`src/rtl/ps2_pkg.sv`:
```
// Shared PS/2 definitions: transmitter state encoding, common command bytes
// and the odd-parity helper used when framing a byte.
package ps2_pkg;

  typedef enum logic [2:0] {
    ST_IDLE,
    ST_INHIBIT,
    ST_RTS,
    ST_SHIFT,
    ST_ACK,
    ST_WAIT_IDLE,
    ST_DONE
  } tx_state_t;

  localparam logic [7:0] PS2_CMD_SET_LEDS = 8'hED;
  localparam logic [7:0] PS2_CMD_RESET    = 8'hFF;
  localparam logic [7:0] PS2_CMD_ENABLE   = 8'hF4;
  localparam logic [7:0] PS2_ACK          = 8'hFA;

  function automatic logic odd_parity(input logic [7:0] data);
    return ~^data;
  endfunction

endpackage

```
`src/rtl/ps2_sync_edge.sv`:
```
// Two-flop synchronizer for one PS/2 pad plus a falling-edge strobe.
// Resets to the idle-high level so no false edge appears after reset.
module ps2_sync_edge (
  input  logic clk,
  input  logic rst,
  input  logic pad,
  output logic level,
  output logic fall
);

  logic meta;
  logic sync;
  logic prev;

  always_ff @(posedge clk or posedge rst) begin
    if (rst) begin
      meta <= 1'b1;
      sync <= 1'b1;
      prev <= 1'b1;
    end else begin
      meta <= pad;
      sync <= meta;
      prev <= sync;
    end
  end

  assign level = sync;
  assign fall  = prev & ~sync;

endmodule

```
`src/rtl/ps2_host_tx.sv`:
```
// PS/2 host-to-device command transmitter (inhibit, request-to-send, frame, ack).
// Optional watchdog enabled by defining PS2_TX_TIMEOUT_EN.
module ps2_host_tx
  import ps2_pkg::*;
#(
  parameter int INHIBIT_CYCLES = 5000,
  parameter int TIMEOUT_CYCLES = 1000000
) (
  input  logic       clk,
  input  logic       rst,
  input  logic [7:0] i_data,
  input  logic       i_send,
  output logic       o_busy,
  output logic       o_done,
  output logic       o_error,
  input  logic       iPS2CLK,
  input  logic       iPS2D,
  output logic       o_ps2clk_oe,
  output logic       o_ps2d_oe
);

  localparam int INH_W = $clog2(INHIBIT_CYCLES);
  // INHIBIT lasts one cycle less than the clock-low time; RTS supplies the last one.
  localparam logic [INH_W-1:0] INH_LAST = INH_W'(INHIBIT_CYCLES - 2);

  tx_state_t        state;
  tx_state_t        state_next;
  logic [7:0]       data_q;
  logic             parity_q;
  logic [INH_W-1:0] inh_cnt;
  logic [3:0]       edge_cnt;
  logic             d_drive;
  logic             err;
  logic             clk_level;
  logic             clk_fall;
  logic             d_level;
  logic             unused_d_fall;
  logic             timeout;

  ps2_sync_edge u_sync_clk (
    .clk   (clk),
    .rst   (rst),
    .pad   (iPS2CLK),
    .level (clk_level),
    .fall  (clk_fall)
  );

  ps2_sync_edge u_sync_data (
    .clk   (clk),
    .rst   (rst),
    .pad   (iPS2D),
    .level (d_level),
    .fall  (unused_d_fall)
  );

`ifdef PS2_TX_TIMEOUT_EN
  localparam int WD_W = $clog2(TIMEOUT_CYCLES);
  logic [WD_W-1:0] wd_cnt;
  logic            wd_active;

  assign wd_active = (state == ST_SHIFT) || (state == ST_ACK) || (state == ST_WAIT_IDLE);

  always_ff @(posedge clk or posedge rst) begin
    if (rst) begin
      wd_cnt <= '0;
    end else if (state == ST_RTS) begin
      wd_cnt <= '0;
    end else if (wd_active) begin
      wd_cnt <= wd_cnt + 1'b1;
    end
  end

  assign timeout = wd_active && (wd_cnt == WD_W'(TIMEOUT_CYCLES - 1));
`else
  logic unused_timeout_cfg;
  assign unused_timeout_cfg = ^TIMEOUT_CYCLES;
  assign timeout = 1'b0;
`endif

  always_ff @(posedge clk or posedge rst) begin
    if (rst) begin
      state <= ST_IDLE;
    end else begin
      state <= state_next;
    end
  end

  // Timeout is tested before edges so a coincident device edge loses.
  always_comb begin
    state_next = state;
    unique case (state)
      ST_IDLE:      if (i_send) state_next = ST_INHIBIT;
      ST_INHIBIT:   if (inh_cnt == INH_LAST) state_next = ST_RTS;
      ST_RTS:       state_next = ST_SHIFT;
      ST_SHIFT: begin
        if (timeout) state_next = ST_DONE;
        else if (clk_fall && (edge_cnt == 4'd9)) state_next = ST_ACK;
      end
      ST_ACK: begin
        if (timeout) state_next = ST_DONE;
        else if (clk_fall) state_next = ST_WAIT_IDLE;
      end
      ST_WAIT_IDLE: begin
        if (timeout) state_next = ST_DONE;
        else if (clk_level && d_level) state_next = ST_DONE;
      end
      ST_DONE:      state_next = ST_IDLE;
      default:      state_next = ST_IDLE;
    endcase
  end

  always_ff @(posedge clk or posedge rst) begin
    if (rst) begin
      data_q   <= '0;
      parity_q <= 1'b0;
      inh_cnt  <= '0;
      edge_cnt <= '0;
      d_drive  <= 1'b0;
      err      <= 1'b0;
    end else begin
      case (state)
        ST_IDLE: begin
          if (i_send) begin
            data_q   <= i_data;
            parity_q <= odd_parity(i_data);
            inh_cnt  <= '0;
            edge_cnt <= '0;
            d_drive  <= 1'b0;
            err      <= 1'b0;
          end
        end
        ST_INHIBIT: begin
          inh_cnt <= inh_cnt + 1'b1;
          if (inh_cnt == INH_LAST) d_drive <= 1'b1;
        end
        ST_RTS: edge_cnt <= '0;
        ST_SHIFT: begin
          if (timeout) begin
            d_drive <= 1'b0;
            err     <= 1'b1;
          end else if (clk_fall) begin
            if (edge_cnt != 4'hF) edge_cnt <= edge_cnt + 4'd1;
            if (edge_cnt < 4'd8) d_drive <= ~data_q[edge_cnt[2:0]];
            else if (edge_cnt == 4'd8) d_drive <= ~parity_q;
            else d_drive <= 1'b0;
          end
        end
        ST_ACK: begin
          if (timeout) err <= 1'b1;
          else if (clk_fall) err <= d_level;
        end
        ST_WAIT_IDLE: if (timeout) err <= 1'b1;
        default: d_drive <= 1'b0;
      endcase
    end
  end

  always_comb begin
    o_busy      = (state != ST_IDLE);
    o_done      = (state == ST_DONE);
    o_error     = (state == ST_DONE) && err;
    o_ps2clk_oe = (state == ST_INHIBIT) || (state == ST_RTS);
    o_ps2d_oe   = d_drive && ((state == ST_RTS) || (state == ST_SHIFT));
  end

endmodule
```
`config.mk`:
```
export PLATFORM = sky130hd
export DESIGN_NAME = ps2_host_tx
export DESIGN_NICKNAME = d
export VERILOG_FILES = /design/src/rtl/ps2_pkg.sv /design/src/rtl/ps2_sync_edge.sv /design/src/rtl/ps2_host_tx.sv
export SDC_FILE = /design/constraint.sdc
export NUM_CORES = 1
export LEC_CHECK = 0
export ABC_AREA = 1
export ABC_CLOCK_PERIOD_IN_PS = 2250
export BUFFER_PORTS_ARGS = -buffer_cell sky130_fd_sc_hd__buf_4
export CORE_AREA = 2 2 88 90
export DETAILED_ROUTE_END_ITERATION = 10
export DIE_AREA = 0 0 90 92
export PLACE_DENSITY_LB_ADDON = 0.12
export SYNTH_ARGS = -nofsm -noshare
export SYNTH_HDL_FRONTEND = slang
export SYNTH_SLANG_ARGS = --single-unit
```
`constraint.sdc`:
```
create_clock -name clk -period 2.25 [get_ports clk]
set_input_delay 0.225 -clock clk [delete_from_list [all_inputs] [get_ports clk]]
set_output_delay 0.225 -clock clk [all_outputs]
set_load 0.02 [all_outputs]
```
Yosys cells after proc, flatten, opt, wreduce, memory -nomap -nowiden
Index checks and enable logic that the tools add are counted.
{"block": "totals", "elab_cells": 79, "input_bits": 13, "out_inout_bits": 5, "regBits": 36}
{"block": "op_classes", "reduce_logical": 19, "eq_ne": 17, "muxes": 22, "add_sub_neg": 2, "n_bitwise": 5, "n_lt_le_gt_ge": 2}
{"op": "13-bit one-hot mux with 2 select lines", "count": 1}
{"op": "3-bit one-hot mux with 6 select lines", "count": 1}
{"op": "3-bit 2-to-1 mux", "count": 5}
{"op": "2-bit inequality test, second input constant", "count": 7}
{"op": "13-bit by 1-bit adder with 13-bit output, second input constant", "count": 1}
{"op": "13-bit == test, second input constant", "count": 1}
{"op": "13-bit 2-to-1 mux", "count": 1}
{"op": "4-bit 2-to-1 mux", "count": 3}
{"op": "4-bit one-hot mux with 3 select lines", "count": 1}
{"op": "3-bit == test, second input constant", "count": 3}
{"op": "4-bit == test, second input constant", "count": 2}
{"op": "4-bit AND reduction", "count": 2}
{"op": "8-bit XNOR reduction", "count": 1}
{"op": "1-bit 2-to-1 mux", "count": 7}
{"op": "3-bit by 2-bit == test with 1-bit output, second input constant", "count": 2}
{"op": "3-bit nonzero test", "count": 2}
{"op": "5-bit AND reduction", "count": 1}
{"op": "4-bit by 1-bit adder with 4-bit output, second input constant", "count": 1}
{"op": "1-bit logical AND", "count": 4}
{"op": "3-bit by 4-bit less-than comparator with 1-bit output, second input constant", "count": 1}
{"op": "4-bit less-than comparator, second input constant", "count": 1}
{"op": "4-bit inequality test, second input constant", "count": 1}
{"op": "1-bit NOT", "count": 4}
{"op": "1-bit one-hot mux with 4 select lines", "count": 1}
{"op": "10 further kinds", "count": 13}

Longest topological paths before layout
{"block": "logic_depth", "ltp_word": 6, "depth_mapped": 10, "mapped_depth_nobuf": 10}

By module
Synthesis repeated with hierarchy kept, for this count alone.
{"block": "unflattened", "cells_unflattened": 267, "hier_area_um2": 2110.8}
{"module": "ps2_host_tx", "n_inst": 1, "cells_each": 255, "area_each_um2": 1925.6, "seq_area_each_um2": 775.7}
{"module": "ps2_sync_edge", "n_inst": 2, "cells_each": 6, "area_each_um2": 92.6, "seq_area_each_um2": 78.8}

Worst setup path before layout
OpenSTA, ideal clock, no wires.
{"block": "synth_path", "kind": "register to output", "start": "register state[0]", "end": "output port o_error", "setup_slack_ps": 776, "required_ps": 2025, "stages_incl_launch_ff": 3, "t_arrival_ps": 1249, "n_path_buf": 1, "path_cell_list": "dfrtp_1 -> buf_6 -> nor4_1"}
{"block": "synth_between", "elab_chain_len": 2}
{"element": "from (decl)", "line": "ps2_host_tx.sv:26", "text": "tx_state_t state;"}
{"element": "from (signal assigned)", "line": "ps2_host_tx.sv:84", "text": "state <= state_next;"}
{"element": "3-bit == test", "line": "ps2_host_tx.sv:161", "text": "o_error = (state == ST_DONE) && err;"}
{"element": "1-bit logical AND", "line": "ps2_host_tx.sv:161"}
{"element": "to (decl)", "line": "ps2_host_tx.sv:15", "text": "output logic o_error,"}
Every way passes these cells.

Worst setup path after layout
{"block": "layout_path", "start": "register state[0]", "end": "output port o_ps2clk_oe"}
{"block": "layout_between", "elab_chain_len": 2, "elab_cells_between_ends": 3, "cone_classes": "eq/ne (2); reduce/logical (1)"}
{"element": "3-bit by 1-bit == test with 1-bit output or 3-bit by 2-bit == test with 1-bit output (tied branches)", "line": "ps2_host_tx.sv:162", "text": "o_ps2clk_oe = (state == ST_INHIBIT) || (state == ST_RTS);"}
{"element": "1-bit logical OR (*)", "line": "ps2_host_tx.sv:162"}
{"element": "to (decl)", "line": "ps2_host_tx.sv:18", "text": "output logic o_ps2clk_oe,"}
Every way passes the cells marked *; elsewhere a longest branch is shown, timed or not.

==> results.json <==
{
  "status": "finished clean",
  "drv_slew": 0,
  "dp.cells": 396,
  "wl_mm": 4.81,
  "gr-total-overflow": 0,
  "switchingPower_mw": 1.11,
  "clkSlewWorstSetupHoldPaths_ns": 0.08,
  "antennaDiodeCount": 0,
  "combPwrFrac_pct": 41.5,
  "hold_buffers": 0,
  "crit_path_end_kind": "primary output",
  "crit_type": "register to primary output",
  "syn_inst": 280,
  "stdcell_area_um2": 2460,
  "ant_nets": 0,
  "area_growth_pct": 14.8,
  "first_iter_violations": 49,
  "synth_ff_type": "dfrtp_1",
  "place_area_um2": 2360,
  "cts.sinks": 36,
  "setup-violations-final": 0,
  "drive_gt1_share_pct": 17.9,
  "relSlewSlack_pct": 67.0,
  "period_share_pct": 85.7,
  "dr.pass1.iters": 4,
  "hold_class": "input port to asynchronous set/reset pin",
  "syn_area_per_cell_um2": 7.67,
  "power.density_nw_per_um2": 1030,
  "die_h_um": 92,
  "swShare_pct": 43.5,
  "die_w_um": 90,
  "cts_resized": 0,
  "cts_buffers": 5,
  "syn_area_um2": 2150,
  "vias": 1747,
  "p_int_mw": 1.44,
  "finalNetCount": 319,
  "clockPowerShare_pct": 20.4,
  "ys_seq_area_share_pct": 42.2,
  "maxCapViolations": 0,
  "grt_pass1_wl_mm": 8.39,
  "post-dp-hpwl_mm": 3.55,
  "fin_crit_ns": 1.93,
  "synth_fa_ha_area_share_pct": 2.91,
  "io_buffers": 17,
  "synth_area_leaders": "dfrtp_1 36%, nand2_1 16%, dfstp_2 6.1%",
  "synth.net_count": 298,
  "synthXorXnorAreaFrac_pct": 2.04,
  "cts_tree": "yes",
  "place.gp.congestion": 0.834,
  "muxShareOfSynthArea_pct": 0,
  "postSynth.asyncResetShare_pct": 100,
  "wire_per_inst_um": 11.9,
  "cp_max_fo": 13,
  "ys_warn_count": 0,
  "start_util_pct": 28.8,
  "arrival_ns": 1.70,
  "antenna_found_initial": 0,
  "p_leak_nw": 1.25,
  "grt_pass1_vias": 1723,
  "cts_buffer_depth": 2,
  "io_pins": 18,
  "rrSetupSlack_ns": 0.61,
  "seqPwrFrac_pct": 38.2,
  "setup_slack_ns": 0.321,
  "synth_top_cell_area_share_pct": 36.1,
  "synth_compound_area_share_pct": 8.68,
  "grt_max_degree": 37,
  "setup_tns_ns": 0,
  "cp.required_ns": 2.03,
  "via_per_inst": 4.32,
  "drc": 0,
  "core.rowCount": 32,
  "rsz0062_at_grt": "false",
  "ir_drop_mv": 0.238,
  "htree_levels": 2,
  "synth_top_cell_by_area": "dfrtp_1",
  "synth-seq-cells": 36,
  "ys_types": 32,
  "coreArea_um2": 7450,
  "clock_latency_ns": 0.29,
  "post_cts_buffers": 0,
  "tightest_slew_ns": 0.495,
  "start_kind": "register",
  "preCtsSetupSlack_ns": 0.583,
  "finalNonFillerCells": 404,
  "synth_edf_count": 0,
  "fmax_mhz": 518,
  "grt_usage_pct": 12.5,
  "ctsRootBufferMaster": "clkbuf_8",
  "finalHoldViolCount": 0,
  "hold_ws_ns": 0.0460,
  "finalClockSkew_ns": 0.00721,
  "synthSimpleGateAreaFrac_pct": 35.3,
  "synth_top_family_by_area": "simple AND/OR/NAND/NOR gates",
  "dieArea_um2": 8280
}
## area by class of cell
| type | instances | area, um2 |
|---|---|---|
| fill | 852 | 4980 |
| multi-input combinational | 202 | 1050 |
| sequential | 36 | 907 |
| inverter | 38 | 145 |
| timing repair buffer | 18 | 135 |
| tap | 102 | 128 |
| clock buffer | 8 | 100 |
## layer usage
layer	share of wire, %	global-route usage [%]	vias up	wire [um]
li1	-	-	933	-
met1	50	17.6	792	2410
met2	47	19.4	17	2250
met3	2.1	2.63	5	101
met4	1.0	3.85	0	49
met5	0	0	-	0
## power groups by stage
stage,clock [mW],combinational (mW),sequential [mW]
after floorplan,0,0.930,0.904
after global placement,0,1.08,0.985
after detailed placement,0,1.07,0.987
after CTS,0.545,1.08,0.974
after global routing,0.571,1.22,1.01
final,0.519,1.06,0.972
## worst max-delay path: stages, from the launching register on
cell and delay [ns]:
dfrtp_1 0.60, nand2_4 0.11, nor2_4 0.32, inv_1 0.15, nand2_1 0.09, buf_4 0.13
## flip-flops by register name, summed over array words and instances (netlist names), 3 cells and up
name / flops
inh_cnt: 13
data_q: 8
edge_cnt: 4
state: 3
## metrics by stage
step | utilization [%] | power [mW]
after global placement | 31.8 | 2.06
after floorplan | - | 1.83
after CTS | 33.1 | 2.60
after detailed placement | 31.8 | 2.06
final | 33.1 | 2.55
after global routing | 33.1 | 2.79
## cells in the final DEF (no fill, tap or decap)
cell	instances
nand2_2	4
o31ai_2	1
inv_2	3
nand2_1	94
a21oi_1	2
o21ai_2	6
or2_2	1
nand2_4	1
buf_4	18
nor2_1	17
nor3_4	1
inv_4	1
xor2_1	3
ha_1	5
nand3_1	26
clkbuf_8	7
nand4_2	1
o21ai_0	14
dfrtp_1	31
o21bai_1	1
o22ai_1	3
nor2_4	2
and3_1	1
clkbuf_1	1
xnor2_1	2
nand3b_4	1
nor3_1	4
o21ai_1	3
dfstp_2	5
nand4_1	6
inv_1	34
nor4_1	1
nor2_2	1
nor2_8	1
## Yosys cell counts, types with 2 or more instances
cell,number
nand2_1,94
nand3_1,26
nor3_1,4
nor2_4,2
inv_1,34
a21oi_1,2
ha_1,5
dfstp_2,5
xor2_1,3
o21ai_2,6
o21ai_0,14
buf_6,4
o22ai_1,3
xnor2_1,2
dfrtp_1,31
nand4_1,6
nand2_2,4
nor2_1,17
o21ai_1,3
inv_2,3
## path summary, 6_finish.rpt
| check | startpoint | to | cells after the start |
|---|---|---|---|
| max | state[0] | o_ps2clk_oe | 5 |
| min | rst | inh_cnt[5] | 3 |
| max reg2reg | state[0] | inh_cnt[11] | 5 |
| min reg2reg | u_sync_data.meta | u_sync_data.level | 0 |
| max in group asynchronous | rst | u_sync_data.level | 3 |
| min in group clk | iPS2CLK | u_sync_clk.meta | 1 |
## logic make-up (layout without fill, tap and decap cells)
group | Yosys count | after routing
flops | 36 | 36
xor+xnor | 5 | 5
buf+inv | 42 | 64
fa+ha+maj | 5 | 5
compound gates | 30 | 30
simple gates | 162 | 162
Power figures use the tool's default switching activity.
